File: src/rtl/mc_sequencer.sv
// Multi-cycle control sequencer for the 32-bit MIPS-style core: steps the shared datapath
// through FETCH/DECODE/EXEC/MEM/WB and stalls on the shared memory's ready handshake.
module mc_sequencer (
    input  logic       CLOCK_50,
    input  logic       Reset,
    input  logic       Run,
    input  logic [5:0] opcode,
    input  logic [5:0] funct,
    input  logic       mem_ready,
    input  logic       branch_taken,
    output logic       pc_write,
    output logic       ir_write,
    output logic       reg_write,
    output logic       mem_read,
    output logic       mem_write,
    output logic       i_or_d,
    output logic       alu_src,
    output logic       mem_to_reg,
    output logic [1:0] reg_dst,
    output logic [1:0] pc_src,
    output logic [3:0] alu_op,
    output logic [2:0] branch_type,
    output logic [2:0] state,
    output logic       illegal
);

    typedef enum logic [2:0] {
        S_IDLE   = 3'd0,
        S_FETCH  = 3'd1,
        S_DECODE = 3'd2,
        S_EXEC   = 3'd3,
        S_MEM    = 3'd4,
        S_WB     = 3'd5,
        S_TRAP   = 3'd7
    } state_t;

    typedef enum logic [3:0] {
        ALU_ADD = 4'd0,
        ALU_SUB = 4'd1,
        ALU_AND = 4'd2,
        ALU_OR  = 4'd3,
        ALU_SLT = 4'd4,
        ALU_SLL = 4'd5,
        ALU_SRL = 4'd6
    } alu_op_t;

    typedef enum logic [2:0] {
        BR_NONE = 3'd0,
        BR_EQ   = 3'd1,
        BR_NE   = 3'd2,
        BR_GTZ  = 3'd3,
        BR_LEZ  = 3'd4
    } br_t;

    typedef enum logic [3:0] {
        C_BAD,
        C_RTYPE,
        C_JR,
        C_IMM,
        C_LW,
        C_SW,
        C_BR,
        C_J,
        C_JAL
    } iclass_t;

    state_t     state_q, state_d;
    logic [5:0] op_q, op_d;
    logic [5:0] fn_q, fn_d;
    logic       illegal_q, illegal_d;

    iclass_t    cls;
    alu_op_t    dec_alu;
    br_t        dec_br;
    state_t     boundary;

    // Decode works only from the latched op so outputs never follow the memory bus
    always_comb begin
        cls     = C_BAD;
        dec_alu = ALU_ADD;
        dec_br  = BR_NONE;
        case (op_q)
            6'h00: begin
                cls = C_RTYPE;
                case (fn_q)
                    6'h20:   dec_alu = ALU_ADD;
                    6'h22:   dec_alu = ALU_SUB;
                    6'h24:   dec_alu = ALU_AND;
                    6'h25:   dec_alu = ALU_OR;
                    6'h2A:   dec_alu = ALU_SLT;
                    6'h00:   dec_alu = ALU_SLL;
                    6'h02:   dec_alu = ALU_SRL;
                    6'h08:   cls     = C_JR;
                    default: cls     = C_BAD;
                endcase
            end
            6'h02: cls = C_J;
            6'h03: cls = C_JAL;
            6'h08: begin cls = C_IMM; dec_alu = ALU_ADD; end
            6'h0C: begin cls = C_IMM; dec_alu = ALU_AND; end
            6'h0D: begin cls = C_IMM; dec_alu = ALU_OR;  end
            6'h0A: begin cls = C_IMM; dec_alu = ALU_SLT; end
            6'h23: cls = C_LW;
            6'h2B: cls = C_SW;
            6'h04: begin cls = C_BR; dec_br = BR_EQ;  end
            6'h05: begin cls = C_BR; dec_br = BR_NE;  end
            6'h07: begin cls = C_BR; dec_br = BR_GTZ; end
            6'h06: begin cls = C_BR; dec_br = BR_LEZ; end
            default: cls = C_BAD;
        endcase
    end

    always_comb begin
        state_d     = state_q;
        op_d        = op_q;
        fn_d        = fn_q;
        illegal_d   = illegal_q;
        boundary    = Run ? S_FETCH : S_IDLE;
        pc_write    = 1'b0;
        ir_write    = 1'b0;
        reg_write   = 1'b0;
        mem_read    = 1'b0;
        mem_write   = 1'b0;
        i_or_d      = 1'b0;
        alu_src     = 1'b0;
        mem_to_reg  = 1'b0;
        reg_dst     = 2'd0;
        pc_src      = 2'd0;
        alu_op      = ALU_ADD;
        branch_type = BR_NONE;

        case (state_q)
            S_IDLE: begin
                if (Run) state_d = S_FETCH;
            end
            S_FETCH: begin
                mem_read = 1'b1;
                if (mem_ready) begin
                    ir_write = 1'b1;
                    pc_write = 1'b1;
                    op_d     = opcode;
                    fn_d     = funct;
                    state_d  = S_DECODE;
                end
            end
            S_DECODE: begin
                case (cls)
                    C_J: begin
                        pc_write = 1'b1;
                        pc_src   = 2'd2;
                        state_d  = boundary;
                    end
                    C_JAL: begin
                        pc_write  = 1'b1;
                        pc_src    = 2'd2;
                        reg_write = 1'b1;
                        reg_dst   = 2'd2;
                        state_d   = boundary;
                    end
                    C_BAD: begin
                        illegal_d = 1'b1;
                        state_d   = S_TRAP;
                    end
                    default: state_d = S_EXEC;
                endcase
            end
            S_EXEC: begin
                case (cls)
                    C_RTYPE: begin
                        alu_op  = dec_alu;
                        state_d = S_WB;
                    end
                    C_JR: begin
                        pc_write = 1'b1;
                        pc_src   = 2'd3;
                        state_d  = boundary;
                    end
                    C_IMM: begin
                        alu_op  = dec_alu;
                        alu_src = 1'b1;
                        state_d = S_WB;
                    end
                    C_LW, C_SW: begin
                        alu_op  = ALU_ADD;
                        alu_src = 1'b1;
                        state_d = S_MEM;
                    end
                    C_BR: begin
                        alu_op      = ALU_SUB;
                        branch_type = dec_br;
                        pc_src      = 2'd1;
                        pc_write    = branch_taken;
                        state_d     = boundary;
                    end
                    default: begin
                        illegal_d = 1'b1;
                        state_d   = S_TRAP;
                    end
                endcase
            end
            S_MEM: begin
                i_or_d    = 1'b1;
                mem_read  = (cls == C_LW);
                mem_write = (cls == C_SW);
                if (mem_ready) state_d = (cls == C_LW) ? S_WB : boundary;
            end
            S_WB: begin
                reg_write  = 1'b1;
                reg_dst    = (cls == C_RTYPE) ? 2'd1 : 2'd0;
                mem_to_reg = (cls == C_LW);
                state_d    = boundary;
            end
            S_TRAP: begin
                state_d = S_TRAP;
            end
            default: state_d = S_IDLE;
        endcase
    end

    always_ff @(posedge CLOCK_50) begin
        if (Reset) begin
            state_q   <= S_IDLE;
            op_q      <= '0;
            fn_q      <= '0;
            illegal_q <= 1'b0;
        end else begin
            state_q   <= state_d;
            op_q      <= op_d;
            fn_q      <= fn_d;
            illegal_q <= illegal_d;
        end
    end

    assign state   = state_q;
    assign illegal = illegal_q;

endmodule

File: config.mk
export PLATFORM = sky130hd
export DESIGN_NAME = mc_sequencer
export DESIGN_NICKNAME = d
export VERILOG_FILES = /design/src/rtl/mc_sequencer.sv
export SDC_FILE = /design/constraint.sdc
export NUM_CORES = 1
export LEC_CHECK = 0
export CAP_MARGIN = 20
export CORE_ASPECT_RATIO = 1.2
export CORE_MARGIN = 2
export CORE_UTILIZATION = 42
export CTS_CLUSTER_DIAMETER = 120
export CTS_CLUSTER_SIZE = 14
export DETAILED_ROUTE_END_ITERATION = 12
export GPL_ROUTABILITY_DRIVEN = 0
export PLACE_DENSITY = 0.74
export SYNTH_ARGS = -nofsm -noshare
export SYNTH_HDL_FRONTEND = slang
export SYNTH_SLANG_ARGS = --single-unit
File: constraint.sdc
create_clock -name CLOCK_50 -period 2.25 [get_ports CLOCK_50]
set_clock_uncertainty 0.1 [all_clocks]
set_input_delay 0.5625 -clock CLOCK_50 [delete_from_list [all_inputs] [get_ports CLOCK_50]]
set_output_delay 0.5625 -clock CLOCK_50 [all_outputs]
set_load 0.005 [all_outputs]
==> impl_metrics.json <==
{
  "grt_usage_pct": 29.9,
  "ys_ff_latch": 16,
  "cts.clk_slew.worst_paths_ns": 0.08,
  "areaGrowthSynthToFinish_pct": 81.7,
  "cts_tree": "yes",
  "grt_start_max_net_pins": 14,
  "synth_enable_flop_cells": 0,
  "grt_pass1_wl_um": 7880,
  "synthArstFlopShare_pct": 0,
  "hold_depth": 2,
  "drv_cap": 0,
  "worstHoldPathType": "reg2reg",
  "slew_violations": 0,
  "syn_inst": 197,
  "die-area_sq_um": 3610,
  "grt_overflow": 0,
  "die_w_um": 55.2,
  "cts.sinks": 16,
  "ys_types": 49,
  "status": "finished, violations left",
  "antenna_found_initial": 0,
  "synthTopCellsByArea": "dfxtp_1, nand2_1, a21oi_1",
  "fin_nets": 313,
  "fin_util_pct": 79.1,
  "fin_crit_ns": 2.85,
  "start_util_pct": 43.6,
  "multiInputGateArea_sq_um": 1050,
  "critPathKind": "reg2out",
  "vias_per_cell": 5.85,
  "cellPowerDensity_nw_per_um2": 609,
  "cts_htree_levels": 1,
  "yosys.area.top_type": "dfxtp_1",
  "synthesis.nets": 214,
  "seq_area_sq_um": 347,
  "routed_wl_um": 5680,
  "drt_iter0_drc": 105,
  "critPathLaunchType": "flip-flop",
  "root_buffer": "clkbuf_4",
  "drive_gt1_share_pct": 45.9,
  "synth_warnings": 0,
  "fill_cells": 209,
  "yosysSeqAreaShare_pct": 24.3,
  "totalPowerFinal_mw": 1.46,
  "vias": 1930,
  "min_period_over_period_pct": 127,
  "drc_errors": 0,
  "diodes": 0,
  "reg2reg_depth": 15,
  "ys.flop_type": "dfxtp_1",
  "irDropWorstVdd_mv": 0.479,
  "setup_tns_ns": -7.26,
  "synth.top_cell.area_share_pct": 24.3,
  "dp_hpwl_um": 2890,
  "cts_hold_buf": 0,
  "violations": "negative setup slack",
  "wire_per_inst_um": 17.2,
  "portBuffers": 38,
  "layout_setup_ws_ns": -0.601,
  "drtAntennaViolNets": 0,
  "cp-end-kind": "output pin",
  "cp.required_ns": 1.59,
  "io_pins": 40,
  "grt_pass1_vias": 1757,
  "cp_max_fo": 4,
  "syn-cell-area_sq_um": 1320,
  "leakage_nw": 1.04,
  "fp-row-count": 22,
  "synth_area_per_cell_sq_um": 6.69,
  "cts_buffers": 3,
  "arrival_ns": 2.19,
  "die_h_um": 65.4,
  "fmax_mhz": 351,
  "clk_latency_ns": 0.30,
  "grt_setup_unrepaired": "yes",
  "clock_path_buffers": 2,
  "firstDrtPassIters": 4,
  "hold_viol": 0,
  "core_area_sq_um": 3030,
  "setup_viol": 19
}
cell usage after synthesis, drive strengths merged (2+ instances only):
| master | instances |
|---|---|
| a211oi | 2 |
| a21boi | 3 |
| a21oi | 19 |
| a31oi | 2 |
| buf | 8 |
| clkbuf | 12 |
| dfxtp | 16 |
| inv | 4 |
| nand2 | 42 |
| nand2b | 4 |
| nand3 | 2 |
| nand3b | 2 |
| nand4 | 2 |
| nand4b | 2 |
| nor2 | 21 |
| nor2b | 2 |
| nor3 | 7 |
| nor4 | 6 |
| o211ai | 4 |
| o21a | 2 |
| o21ai | 12 |
| or3 | 3 |
layer usage:
metal | track usage (%) | vias up | share of wire (%)
met3 | 4.09 | 30 | 5.8
met2 | 52.2 | 88 | 52
met5 | 0 | - | 0
li1 | - | 886 | -
met1 | 34.3 | 926 | 37
met4 | 14.3 | 0 | 5.1
cells in the final DEF (no fill, tap or decap), types with 3 or more instances in the layout:
master / count
a21oi_1: 19
buf_2: 14
buf_4: 68
buf_6: 7
clkbuf_4: 3
clkdlybuf4s50_1: 20
dfxtp_1: 9
dfxtp_4: 7
dlygate4sd2_1: 3
inv_1: 3
nand2_1: 38
nand2_2: 4
nand2b_1: 3
nor2_1: 17
nor2_2: 3
nor3_1: 4
nor4_4: 4
o211ai_1: 4
o21ai_0: 8
o21ai_2: 4
final cells by class:
cell class                 instances  share of cell area [%]
multi-input combinational        157                    43.8
timing repair buffer             114                    38.3
sequential                        16                    14.5
tap                               36                    1.88
clock buffer                       3                   0.940
inverter                           4                   0.627
cells by family after synthesis:
logic type / after synthesis / synth area share [%]
AO/OA/AOI/OAI: 56 / 28.1
buffers and inverters: 24 / 9.20
AND/OR/NAND/NOR: 97 / 36.1
XOR/XNOR: 2 / 1.33
multiplexers: 1 / 0.759
other: 1 / 0.284
flip-flops: 16 / 24.3
timing repair:
action | in CTS | in global routing
setup endpoints to repair | 18 | 21
resized for setup | 98 | 23
buffers inserted | 22 | 8
pin swaps | 12 | 20
flip-flops by register name, summed over array words and instances, names as in the netlist:
| signal | flops |
|---|---|
| fn_q | 6 |
| op_q | 6 |
| state | 3 |
| illegal | 1 |
report_power, final:
| group | internal [mW] | switching, mW | total, mW |
|---|---|---|---|
| Combinational | 0.512 | 0.440 | 0.952 |
| Clock | 0.0627 | 0.0940 | 0.157 |
| Sequential | 0.312 | 0.0392 | 0.351 |
| Total | 0.887 | 0.573 | 1.46 |
worst max-delay path, stage by stage, from the launching register on:
cell and delay [ns]:
dfxtp_1 0.36, nor3_2 0.25, nand3b_1 0.17, o21ai_2 0.19, o211ai_1 0.13, or3_1 0.36, buf_4 0.15, nor3b_2 0.14
buf_2 0.13
path summary, 6_finish.rpt:
kind         slack (ns)     from             end
max               -0.60  fn_q[0]  branch_type[2]
min                0.42  fn_q[4]         fn_q[4]
max reg2reg       -0.37  op_q[4]        state[0]
min reg2reg        0.42  fn_q[4]         fn_q[4]
metrics by stage:
step	instance area (sq um)	hold WS, ns	setup slack (ns)	std cells
after floorplan	1320	0.337	-0.00572	197
after global placement	1990	0.351	-0.448	297
after detailed placement	1990	0.353	-0.501	297
after CTS	2280	0.376	-0.563	322
after global routing	2400	0.427	-0.668	330
final	2400	0.423	-0.601	330
Note: power is estimated with default switching activity, not from simulation.
